<file path="src/rtl/mem_port_arbiter.sv">
// Arbitrates the fetch stage and the M stage onto one memory port.
// Each access waits for mem_ready_i or times out. A timeout raises a bus-error pulse toward the trap logic.
module mem_port_arbiter #(
  parameter int unsigned TIMEOUT    = 16,
  parameter int unsigned STARVE_LIM = 4
) (
  input  logic        clk_i,
  input  logic        rst_n_i,
  input  logic        if_req_i,
  input  logic [31:0] if_addr_i,
  output logic        if_gnt_o,
  output logic        if_rvalid_o,
  output logic [31:0] if_rdata_o,
  input  logic        if_flush_i,
  input  logic        dm_req_i,
  input  logic        dm_we_i,
  input  logic [3:0]  dm_be_i,
  input  logic [31:0] dm_addr_i,
  input  logic [31:0] dm_wdata_i,
  output logic        dm_gnt_o,
  output logic        dm_rvalid_o,
  output logic [31:0] dm_rdata_o,
  output logic        mem_req_o,
  output logic        mem_we_o,
  output logic [3:0]  mem_be_o,
  output logic [31:0] mem_addr_o,
  output logic [31:0] mem_wdata_o,
  input  logic        mem_ready_i,
  input  logic [31:0] mem_rdata_i,
  output logic        bus_err_o,
  output logic        bus_err_dm_o,
  output logic [1:0]  dbg_state_o
);

  // Handshake: a request is held by the requester until its grant is seen.
  // The grant is combinational and only asserts in IDLE. The rvalid that
  // follows is a one-cycle registered pulse, one cycle after mem_ready_i.
  typedef enum logic [1:0] {
    IDLE    = 2'd0,
    IF_BUSY = 2'd1,
    DM_BUSY = 2'd2
  } state_e;

  state_e      state_q, state_d;
  logic [7:0]  wait_cnt_q, wait_cnt_d;
  logic [3:0]  streak_q, streak_d;
  logic        drop_q, drop_d;
  logic        mem_req_q, mem_req_d;
  logic        mem_we_q, mem_we_d;
  logic [3:0]  mem_be_q, mem_be_d;
  logic [31:0] mem_addr_q, mem_addr_d;
  logic [31:0] mem_wdata_q, mem_wdata_d;
  logic        if_rvalid_q, if_rvalid_d;
  logic [31:0] if_rdata_q, if_rdata_d;
  logic        dm_rvalid_q, dm_rvalid_d;
  logic [31:0] dm_rdata_q, dm_rdata_d;
  logic        bus_err_q, bus_err_d;
  logic        bus_err_dm_q, bus_err_dm_d;

  logic if_pend;
  logic starve;
  logic timed_out;
  logic fetch_dropped;

  assign if_pend       = if_req_i & ~if_flush_i;
  assign starve        = (streak_q == 4'(STARVE_LIM)) & if_pend;
  assign timed_out     = (wait_cnt_q == 8'(TIMEOUT - 1));
  assign fetch_dropped = drop_q | if_flush_i;

  always_comb begin
    state_d      = state_q;
    wait_cnt_d   = wait_cnt_q;
    streak_d     = streak_q;
    drop_d       = drop_q;
    mem_req_d    = mem_req_q;
    mem_we_d     = mem_we_q;
    mem_be_d     = mem_be_q;
    mem_addr_d   = mem_addr_q;
    mem_wdata_d  = mem_wdata_q;
    if_rvalid_d  = 1'b0;
    if_rdata_d   = if_rdata_q;
    dm_rvalid_d  = 1'b0;
    dm_rdata_d   = dm_rdata_q;
    bus_err_d    = 1'b0;
    bus_err_dm_d = 1'b0;
    if_gnt_o     = 1'b0;
    dm_gnt_o     = 1'b0;

    unique case (state_q)
      IDLE: begin
        wait_cnt_d = 8'd0;
        drop_d     = 1'b0;
        // Grants are gated by reset so that every output reads 0 while reset is held.
        if (rst_n_i && dm_req_i && !starve) begin
          dm_gnt_o    = 1'b1;
          mem_req_d   = 1'b1;
          mem_we_d    = dm_we_i;
          mem_be_d    = dm_be_i;
          mem_addr_d  = dm_addr_i;
          mem_wdata_d = dm_wdata_i;
          state_d     = DM_BUSY;
          if (!if_pend) begin
            streak_d = 4'd0;
          end else if (streak_q != 4'(STARVE_LIM)) begin
            streak_d = streak_q + 4'd1;
          end
        end else if (rst_n_i && if_pend) begin
          if_gnt_o   = 1'b1;
          mem_req_d  = 1'b1;
          mem_we_d   = 1'b0;
          mem_be_d   = 4'hF;
          mem_addr_d = if_addr_i;
          streak_d   = 4'd0;
          state_d    = IF_BUSY;
        end else if (!if_pend) begin
          streak_d = 4'd0;
        end
      end

      IF_BUSY: begin
        wait_cnt_d = wait_cnt_q + 8'd1;
        if (if_flush_i) drop_d = 1'b1;
        if (mem_ready_i) begin
          mem_req_d   = 1'b0;
          if_rvalid_d = ~fetch_dropped;
          if_rdata_d  = mem_rdata_i;
          drop_d      = 1'b0;
          state_d     = IDLE;
        end else if (timed_out) begin
          mem_req_d = 1'b0;
          bus_err_d = ~fetch_dropped;
          drop_d    = 1'b0;
          state_d   = IDLE;
        end
      end

      DM_BUSY: begin
        wait_cnt_d = wait_cnt_q + 8'd1;
        if (mem_ready_i) begin
          mem_req_d   = 1'b0;
          dm_rvalid_d = 1'b1;
          dm_rdata_d  = mem_rdata_i;
          state_d     = IDLE;
        end else if (timed_out) begin
          mem_req_d    = 1'b0;
          bus_err_d    = 1'b1;
          bus_err_dm_d = 1'b1;
          state_d      = IDLE;
        end
      end

      default: state_d = IDLE;
    endcase
  end

  always_ff @(posedge clk_i or negedge rst_n_i) begin
    if (!rst_n_i) begin
      state_q      <= IDLE;
      wait_cnt_q   <= 8'd0;
      streak_q     <= 4'd0;
      drop_q       <= 1'b0;
      mem_req_q    <= 1'b0;
      mem_we_q     <= 1'b0;
      mem_be_q     <= 4'h0;
      mem_addr_q   <= 32'd0;
      mem_wdata_q  <= 32'd0;
      if_rvalid_q  <= 1'b0;
      if_rdata_q   <= 32'd0;
      dm_rvalid_q  <= 1'b0;
      dm_rdata_q   <= 32'd0;
      bus_err_q    <= 1'b0;
      bus_err_dm_q <= 1'b0;
    end else begin
      state_q      <= state_d;
      wait_cnt_q   <= wait_cnt_d;
      streak_q     <= streak_d;
      drop_q       <= drop_d;
      mem_req_q    <= mem_req_d;
      mem_we_q     <= mem_we_d;
      mem_be_q     <= mem_be_d;
      mem_addr_q   <= mem_addr_d;
      mem_wdata_q  <= mem_wdata_d;
      if_rvalid_q  <= if_rvalid_d;
      if_rdata_q   <= if_rdata_d;
      dm_rvalid_q  <= dm_rvalid_d;
      dm_rdata_q   <= dm_rdata_d;
      bus_err_q    <= bus_err_d;
      bus_err_dm_q <= bus_err_dm_d;
    end
  end

  assign if_rvalid_o  = if_rvalid_q;
  assign if_rdata_o   = if_rdata_q;
  assign dm_rvalid_o  = dm_rvalid_q;
  assign dm_rdata_o   = dm_rdata_q;
  assign mem_req_o    = mem_req_q;
  assign mem_we_o     = mem_we_q;
  assign mem_be_o     = mem_be_q;
  assign mem_addr_o   = mem_addr_q;
  assign mem_wdata_o  = mem_wdata_q;
  assign bus_err_o    = bus_err_q;
  assign bus_err_dm_o = bus_err_dm_q;
  assign dbg_state_o  = state_q;

endmodule
</file>
<file path="config.mk">
export PLATFORM = sky130hd
export DESIGN_NAME = mem_port_arbiter
export DESIGN_NICKNAME = d
export VERILOG_FILES = /design/src/rtl/mem_port_arbiter.sv
export SDC_FILE = /design/constraint.sdc
export NUM_CORES = 1
export LEC_CHECK = 0
export ABC_AREA = 1
export BUFFER_PORTS_ARGS = -buffer_cell sky130_fd_sc_hd__buf_2
export CORE_ASPECT_RATIO = 1.25
export CORE_UTILIZATION = 52
export CTS_CLUSTER_SIZE = 10
export DETAILED_ROUTE_END_ITERATION = 16
export PLACE_DENSITY = 0.95
export SLEW_MARGIN = 30
export SYNTH_ARGS = -nofsm -noshare
export SYNTH_HDL_FRONTEND = slang
export SYNTH_SLANG_ARGS = --single-unit
</file>
<file path="constraint.sdc">
create_clock -name clk_i -period 3.2 [get_ports clk_i]
set_clock_uncertainty 0.05 [all_clocks]
set_input_delay 0.64 -clock clk_i [delete_from_list [all_inputs] [get_ports clk_i]]
set_output_delay 0.64 -clock clk_i [all_outputs]
set_load 0.02 [all_outputs]
</file>
==> impl_metrics.ini, run 1 <==
[status]
status = completed

[routing]
vias = 6307
drc = 0
drt_wl_total_microns = 18420
postRouteAntennaNets = 0
routed_via_density = 5.103
wl_per_cell_microns = 14.90
firstDrtPassIters = 5
drt_first_iter_violations = 397

[logic_synthesis]
ys_seq_area_frac = 0.5726
syn_area_sq_um = 6686
synth.avg_cell_area_sq_um = 8.464
synth_cells = 790
synth_cell_types = 24
yosys_warnings = 0
synth_seq_cells = 153
syn_nets = 936

[worst_setup_path]
cp-end-kind = primary output
critPathKind = reg -> out
start_kind = register
r2r_end = mem_wdata_o[30]
endpoint = if_gnt_o
crit_cells = 10
cp_top_family = buffers and inverters
path_cells = inv_1 -> ha_1 -> nand2_1 -> inv_2 -> nand3_4 -> nand2_2 -> buf_6 -> nand2_1 -> nor3_1 -> buf_2
crit_buf_inv = 4
crit_required_ps = 2510
crit_slowest_cell = dfrtp_1
r2r_start = dbg_state_o[1]
crit_start = streak_q[0]
rr_worst_depth = 7
crit_path_frequent_cell = nand2_1
path_max_fanout = 38
max_stage_delay_ps = 390
r2r_slack_ps = 670
worstPathArrival_ps = 2360

[timing]
tns_ps = 0
period_needed_ps = 3046
slew_headroom = 0.4375
timing.fmax_mhz = 328.3
finalSetupViolations = 0
period_share = 0.9520
tightest_slew_ps = 841.7
grt_setup_unrepaired = false
hold_viol = 0
maxSlewViolCount = 0
worst_hold_slack_ps = 232.8

[floorplan]
rows = 45
coreArea_sq_um = 12330
die_w_microns = 103.4
die_h_microns = 128.8
initial_utilization = 0.5423
dieArea_sq_um = 13320
ioPinCount = 281

[finish]
nFillCells = 921
drive_gt1_frac = 0.3069
nets = 1206
antenna_cells = 0
syn_to_final_growth_pct = 30.91

[clock_network]
cts_tree = yes
cts_sinks = 153
cts_made_buffers = 17
post_cts_buffers = 0
htreeDepth = 4
clkSlewWorstSetupHoldPaths_ps = 70
clk_latency_ps = 420
cts_root_buffer = clkbuf_16
cts-root-to-sink-buffers = 2

[pwr]
power_density_nw_per_um2 = 983.2
leakagePower_nw = 5.145
vdd_drop_max_uv = 663.9

[global_route]
grt_pass1_vias = 5953
overflow = 0
antenna_found_initial = 1
grt_pass1_wl_microns = 27790
grt_max_degree = 86
grtUsageTotal = 0.2753

[place]
io_buffers = 280
place_congestion = 0.8920
dp_hpwl_microns = 13040

[job]
cap_violations = 0

[hold_path]
worstHoldPathType = in -> async
worst min-delay path by stage:
stage | startpoint | endpoint | slack (ps) | depth (start not counted)
2_1_floorplan | rst_n_i | bus_err_dm_o | 290 | 0
3_3_place_gp | mem_wdata_o[31] | mem_wdata_o[31] | 400 | 2
3_5_place_dp | mem_wdata_o[1] | mem_wdata_o[1] | 410 | 2
4_1_cts | dm_wdata_i[23] | mem_wdata_o[23] | 360 | 3
5_1_grt | rst_n_i | mem_addr_o[8] | 300 | 2
6_report | rst_n_i | mem_addr_o[8] | 230 | 2
metrics by stage:
step | util | instance area, sq um | worst slack, ps | total power, mW | cells
floorplan | - | 6686 | 848.5 | 5.318 | 790
global placement | 0.6614 | 8155 | 313.6 | 6.486 | 1205
detailed placement | 0.6617 | 8159 | 288.5 | 6.650 | 1205
CTS | 0.7087 | 8738 | 73.79 | 8.640 | 1236
global route | 0.7099 | 8753 | 5.116 | 9.136 | 1236
finish | 0.7099 | 8753 | 153.6 | 8.607 | 1236
timing repair:
action / in CTS / in global routing
endpoints found under the setup margin: 0 / 2
hold buffers: 0 / 0
gates resized for setup: 0 / 2
routing by layer:
metal	track usage	up-vias	routed length (microns)
met3	0.06953	66	1304
met1	0.3056	2963	6763
met4	0.1607	0	819
met2	0.4721	285	9534
met5	0	-	0
li1	-	2993	-
cell usage in the layout (no fill, tap or decap):
master      count
buf_6           4
buf_4           5
o21ai_1         5
ha_1            7
clkinv_8        1
clkinvlp_4      1
nand4_1         4
o21ai_0        71
nand2_4         1
inv_8           3
nor2_1         13
clkinv_2        1
o21bai_1        2
nor2_4          2
nand3b_1       32
inv_2           5
nand3_4         1
buf_2         278
nand2_2         1
xor2_1          1
nor3b_1         1
nor3_1          6
inv_6           6
bufinv_16       1
dfrtp_1       153
nand2_1       310
or2_2           1
nand3_1        41
a21oi_1         6
clkinv_4        1
inv_1          91
clkbuf_16      17
synth_stat cells:
cell type / count / area, sq um
buf_4: 8 / 60.06
nor3b_1: 1 / 7.510
nand2_1: 311 / 1167
o21ai_0: 71 / 355.3
nand3_1: 41 / 205.2
nand2_2: 1 / 6.260
nand3b_1: 32 / 240.2
nor3_1: 6 / 30.03
clkbuf_1: 16 / 60.06
o21ai_1: 5 / 25.02
nand4_1: 4 / 25.02
xor2_1: 1 / 8.760
inv_1: 91 / 341.6
a21oi_1: 6 / 30.03
or2_2: 1 / 6.260
nand3_4: 1 / 17.52
inv_2: 5 / 18.77
nor2_4: 2 / 22.52
nor2_1: 13 / 48.80
ha_1: 7 / 87.58
buf_6: 3 / 33.78
buf_2: 9 / 45.04
dfrtp_1: 153 / 3829
o21bai_1: 2 / 15.01
final cells by class:
class                   count  area [sq um]  share of cell area
repair buffers            287          1474              0.1684
well taps                 164         205.2             0.02344
inverters                  96         360.3             0.04117
multi-input cells         505          2306              0.2634
clock inverters            14         153.9             0.01758
flip-flops and latches    153          3829              0.4374
clock buffers              17         425.4             0.04860
kinds of logic after synthesis:
| kind of cell | synth area share |
|---|---|
| flip-flops | 0.5726 |
| AO/OA/AOI/OAI | 0.06362 |
| XOR/XNOR | 0.001310 |
| buffers and inverters | 0.08365 |
| adder cells (fa/ha/maj) | 0.01310 |
| AND/OR/NAND/NOR | 0.2657 |
power by group:
group | internal [mW] | switching, mW
Combinational | 1.08 | 2.33
Clock | 1.10 | 0.860
Sequential | 2.77 | 0.466
Total | 4.95 | 3.65
flip-flops by register name, summed over array words and instances (netlist names):
register      count
dm_rdata_o       32
dbg_state_o       2
if_rdata_o       32
mem_req_o         1
mem_be_o          4
streak_q          4
mem_we_o          1
dm_rvalid_o       1
drop_q            1
wait_cnt_q        8
mem_wdata_o      32
if_rvalid_o       1
bus_err_dm_o      1
mem_addr_o       32
bus_err_o         1
Power figures use the tool's default switching activity.
==> run 2: changes to the inputs <==
- CORE_MARGIN: unset -> 3
- CORE_UTILIZATION: 52 -> 41
- PLACE_DENSITY: 0.95 -> 0.79
==> run 2 against run 1 <==
Register-to-register slack gained 400 ps. Setup slack gained 330 ps. Critical path depth down 2. Via count down 4.7%. First-iteration DRC count is 6.5% higher.
==> impl_metrics.ini, run 2 (same netlist as run 1, synthesis figures left out) <==
[worst_setup_path]
path_max_fanout = 6
crit_buf_inv = 4
cp_top_family = buffers and inverters
critPathKind = in -> out
r2r_start = dbg_state_o[1]
endpoint = if_gnt_o
max_stage_delay_ps = 570
crit_start = rst_n_i
crit_path_frequent_cell = nand2_1
crit_slowest_cell = dlygate4sd3_1
r2r_slack_ps = 1070
crit_required_ps = 2510
crit_cells = 8
r2r_end = mem_wdata_o[12]
rr_worst_depth = 8
cp-end-kind = primary output
start_kind = primary input
path_cells = dlygate4sd3_1 -> buf_6 -> nand2_1 -> inv_2 -> nand2_2 -> nand2_1 -> nor3_1 -> buf_2
worstPathArrival_ps = 2030

[global_route]
grt_max_degree = 152
grt_pass1_wl_microns = 29330
overflow = 0
grtUsageTotal = 0.2053
antenna_found_initial = 1
grt_pass1_vias = 5901

[clock_network]
cts.repair.resized = 0
cts_sinks = 153
cts_made_buffers = 17
clk_latency_ps = 410
clkSlewWorstSetupHoldPaths_ps = 70
cts-root-to-sink-buffers = 2
cts_tree = yes
post_cts_buffers = 0
htreeDepth = 4
cts_root_buffer = clkbuf_16

[timing]
timing.fmax_mhz = 367.7
grt_setup_unrepaired = false
period_share = 0.8499
tns_ps = 0
period_needed_ps = 2720
worst_hold_slack_ps = 365.8
hold_viol = 0
maxSlewViolCount = 0
slew_headroom = 0.4684
tightest_slew_ps = 797.3
finalSetupViolations = 0

[finish]
drive_gt1_frac = 0.3075
layout_commonest_cell = nand2_1
nets = 1206
final_cell_mix = nand2_1, buf_2, dfrtp_1, inv_1, o21ai_0
syn_to_final_growth_pct = 33.21
antenna_cells = 0

[routing]
wl_met1_microns = 7259
postRouteAntennaNets = 0
firstDrtPassIters = 6
wl_met2_microns = 9218
drc = 0
vias = 6013
wl_per_cell_microns = 14.22
drt_wl_total_microns = 18280
met3_length_microns = 1122
highest_layer = met5
routed_via_density = 4.679
drt_first_iter_violations = 423

[job]
cap_violations = 0

[pwr]
power_density_nw_per_um2 = 991.0
vdd_drop_max_uv = 527.6
leakagePower_nw = 5.194

[floorplan]
die_h_microns = 148.8
rows = 51
initial_utilization = 0.4242
ioPinCount = 281
dieArea_sq_um = 17890
die_w_microns = 120.2
coreArea_sq_um = 15760

[place]
place_congestion = 0.8915
io_buffers = 280
dp_hpwl_microns = 12980

[hold_path]
worstHoldPathType = in -> reg
hp-start = dm_wdata_i[29]

[status]
status = completed
run 2: area by class of cell:
class                   count  area, sq um
clock buffers              18        439.2
fillers                  1424         6854
flip-flops and latches    153         3829
clock inverters            14        225.2
inverters                  96        360.3
multi-input cells         505         2313
well taps                 212        265.3
repair buffers            287         1475
run 2: per-layer routing:
| layer | global-route usage | vias up |
|---|---|---|
| met2 | 0.3468 | 200 |
| li1 | - | 2989 |
| met3 | 0.05008 | 47 |
| met5 | 0 | - |
| met1 | 0.2468 | 2775 |
| met4 | 0.09807 | 2 |
run 2: worst min path at each step:
stage / endpoint / slack (ps) / cells past startpoint
2_1_floorplan: bus_err_dm_o / 290 / 0
3_3_place_gp: mem_addr_o[2] / 390 / 1
3_5_place_dp: mem_addr_o[2] / 390 / 1
4_1_cts: mem_wdata_o[31] / 340 / 3
5_1_grt: mem_wdata_o[29] / 350 / 3
6_report: mem_wdata_o[29] / 370 / 3
run 2: timing repair:
action	CTS	global route
setup endpoints to repair	0	0
hold buffers	1	0
hold endpoints to repair	2	0
run 2: tightest hold or removal path: cells and delay by family:
kind / cells / cell delay, ps
AND/OR/NAND/NOR: 2 / 90
buffers and inverters: 1 / 70
run 2: report_power, final:
group	internal (mW)	switching [mW]	leakage, nW
Clock	1.37	0.868	0.326
Combinational	1.08	2.32	2.94
Sequential	2.77	0.429	1.92
Total	5.21	3.61	5.19
run 2: through the flow:
stage	util	power, mW	cell area, sq um	cells	worst slack [ps]
2_1_floorplan	-	5.318	6686	790	848.5
3_3_place_gp	0.5217	6.547	8223	1252	969.7
3_5_place_dp	0.5223	6.647	8233	1252	942.2
4_1_cts	0.5651	8.936	8907	1285	468.6
5_1_grt	0.5651	9.419	8907	1285	403.7
6_report	0.5651	8.827	8907	1285	480.5
==> run 3: changes to the inputs <==
- ABC_AREA: 1 -> 0
- PLACE_DENSITY: 0.79 -> 0.83
- clock period: 3.2 -> 2.38 ns (I/O delays scaled with it)
==> run 3 against run 2 <==
Synthesized cell count is 39% lower. Synthesized area is 5.6% lower. Non-clock buffer count is 13 higher. Setup slack worse by 380 ps.
==> impl_metrics.ini, run 3 <==
[global_route]
overflow = 0
grt_pass1_vias = 4834
grt_pass1_wl_microns = 23090
grt_max_degree = 149
antenna_found_initial = 1
grtUsageTotal = 0.1744

[pwr]
vdd_drop_max_uv = 658.1
power_density_nw_per_um2 = 1369
leakagePower_nw = 4.230

[floorplan]
dieArea_sq_um = 16940
die_h_microns = 144.8
die_w_microns = 117
ioPinCount = 281
initial_utilization = 0.4206
rows = 50
coreArea_sq_um = 15010

[worst_setup_path]
critPathKind = reg -> out
r2r_end = mem_addr_o[30]
worstPathArrival_ps = 1760
rr_worst_depth = 7
path_max_fanout = 5
r2r_start = streak_q[0]
start_kind = register
crit_required_ps = 1850
cp-end-kind = primary output
r2r_slack_ps = 390

[hold_path]
hp-start = dm_wdata_i[31]
whs_endpoint = mem_wdata_o[31]
hold_depth = 2
worstHoldPathType = in -> reg

[status]
status = completed

[logic_synthesis]
synth_common_cells = dfrtp_1, mux2_2, nor2_1, a21oi_1, mux2i_1
yosysTopAreaCellShare = 0.6063
synth.avg_cell_area_sq_um = 13.18
netlist_top_cells_area = dfrtp_1, mux2_2, mux2i_1
synth_cell_types = 39
synth_top_family_by_area = multiplexers
synth_xor_area_frac = 0
synth_ff_type = dfrtp_1
synth_enable_flop_cells = 0
synth_compound_area_frac = 0.06816
synth_adder_area_share = 0.01387
synth_seq_cells = 153
synth_mux_area_frac = 0.2235
synth_simple_gate_area_frac = 0.06380
async_reset_ff_frac = 1.000
yosys_warnings = 0
synth_cells = 479
synth_area_leader_cell = dfrtp_1
synth.most_common_cell = dfrtp_1
syn_nets = 625
ys_seq_area_frac = 0.6063
syn_area_sq_um = 6315

[job]
cap_violations = 0

[finish]
antenna_cells = 0
layout_commonest_cell = buf_2
drive_gt1_frac = 0.5488
seq_area_sq_um = 3829
fin_cells = 971
finish.instance_area_sq_um = 8651
multi_input_area_sq_um = 2387
finalCoreUtilization = 0.5762
syn_to_final_growth_pct = 36.99
nFillCells = 1257
final_cell_mix = buf_2, dfrtp_1, mux2_2, nor2_1, a21oi_1
nets = 922

[clock_network]
cts_made_buffers = 17
htreeDepth = 4
clk_latency_ps = 410
clkSlewWorstSetupHoldPaths_ps = 70
cts_tree = yes
cts-root-to-sink-buffers = 2
cts_root_buffer = clkbuf_16
cts_sinks = 153

[timing]
period_share = 0.9598
tightest_slew_ps = 777.1
hold_viol = 0
maxSlewViolCount = 0
tns_ps = 0
period_needed_ps = 2284
grt_setup_unrepaired = false
slew_headroom = 0.4820
finalSetupViolations = 0
timing.fmax_mhz = 437.7

[routing]
drc = 0
firstDrtPassIters = 4
drt_wl_total_microns = 15170
routed_via_density = 4.940
vias = 4797
wl_per_cell_microns = 15.62
drt_first_iter_violations = 241
postRouteAntennaNets = 0

[place]
dpl.cell_count = 935
place_congestion = 0.7448
dp_hpwl_microns = 11160
io_buffers = 280
place_area_sq_um = 8019
## run 3: cell count changes after synthesis, sizes merged, moves of 34 or more
cell / previous run / this run
nand2: 312 / 18
mux2: 0 / 96
inv: 96 / 8
o21ai: 76 / 12
a21oi: 6 / 40
## run 3: logic make-up (layout without fill, tap and decap cells)
family,Yosys count,in the layout
adder cells (fa/ha/maj),7,7
flip-flops,153,153
multiplexers,129,129
AO/OA/AOI/OAI,73,73
buffers and inverters,30,340
AND/OR/NAND/NOR,87,87
## run 3: per-layer routing
layer	wire (microns)	vias to the layer above	track usage
met3	1283	14	0.05948
met4	224	2	0.06341
met1	5881	2265	0.1936
met2	7768	218	0.3081
li1	-	2298	-
met5	13	-	0
## run 3: critical path: stages, from the launching register on
cell and delay, ps:
dfrtp_1 410, inv_1 70, ha_1 140, nor2b_4 200
nand3_2 120, a211oi_2 230, buf_4 170
## run 3: final cells by class
cell class | count | area share
well taps | 182 | 0.02632
multi-input cells | 296 | 0.2760
clock inverters | 14 | 0.01562
flip-flops and latches | 153 | 0.4426
repair buffers | 300 | 0.1864
clock buffers | 18 | 0.04961
inverters | 8 | 0.003471
## run 3: power breakdown
| part | total [mW] | internal (mW) | switching [mW] |
|---|---|---|---|
| registers | 4.35 | 3.77 | 0.583 |
| clock network | 2.57 | 1.46 | 1.11 |
| logic | 4.92 | 2.00 | 2.92 |
| total | 11.8 | 7.23 | 4.61 |
## run 3: worst max path at each step
stage	from	endpoint	slack, ps	cells after the start
2_1_floorplan	dbg_state_o[0]	if_gnt_o	290	4
3_3_place_gp	streak_q[0]	if_gnt_o	340	6
3_5_place_dp	dbg_state_o[1]	mem_wdata_o[20]	240	6
4_1_cts	streak_q[0]	if_gnt_o	2	6
5_1_grt	streak_q[0]	if_gnt_o	2	6
6_report	streak_q[0]	if_gnt_o	100	6
## run 3: repair_timing
item / CTS / global route
setup endpoints to repair: 2 / 1
pin swaps: 0 / 0
hold buffers: 1 / 0
gates cloned: 0 / 0
hold endpoints to repair: 5 / 0
gates resized for setup: 4 / 4
buffers inserted: 1 / 2
## run 3: stage by stage
stage                     setup WS [ps]  power, mW  hold WS (ps)
final                             95.57      11.84         234.2
after global routing              2.132      12.60         222.5
after CTS                         2.161      11.95         208.9
after detailed placement          237.4      9.312         236.8
after global placement            336.4      9.148         235.8
after floorplan                   294.9      7.439         130.4
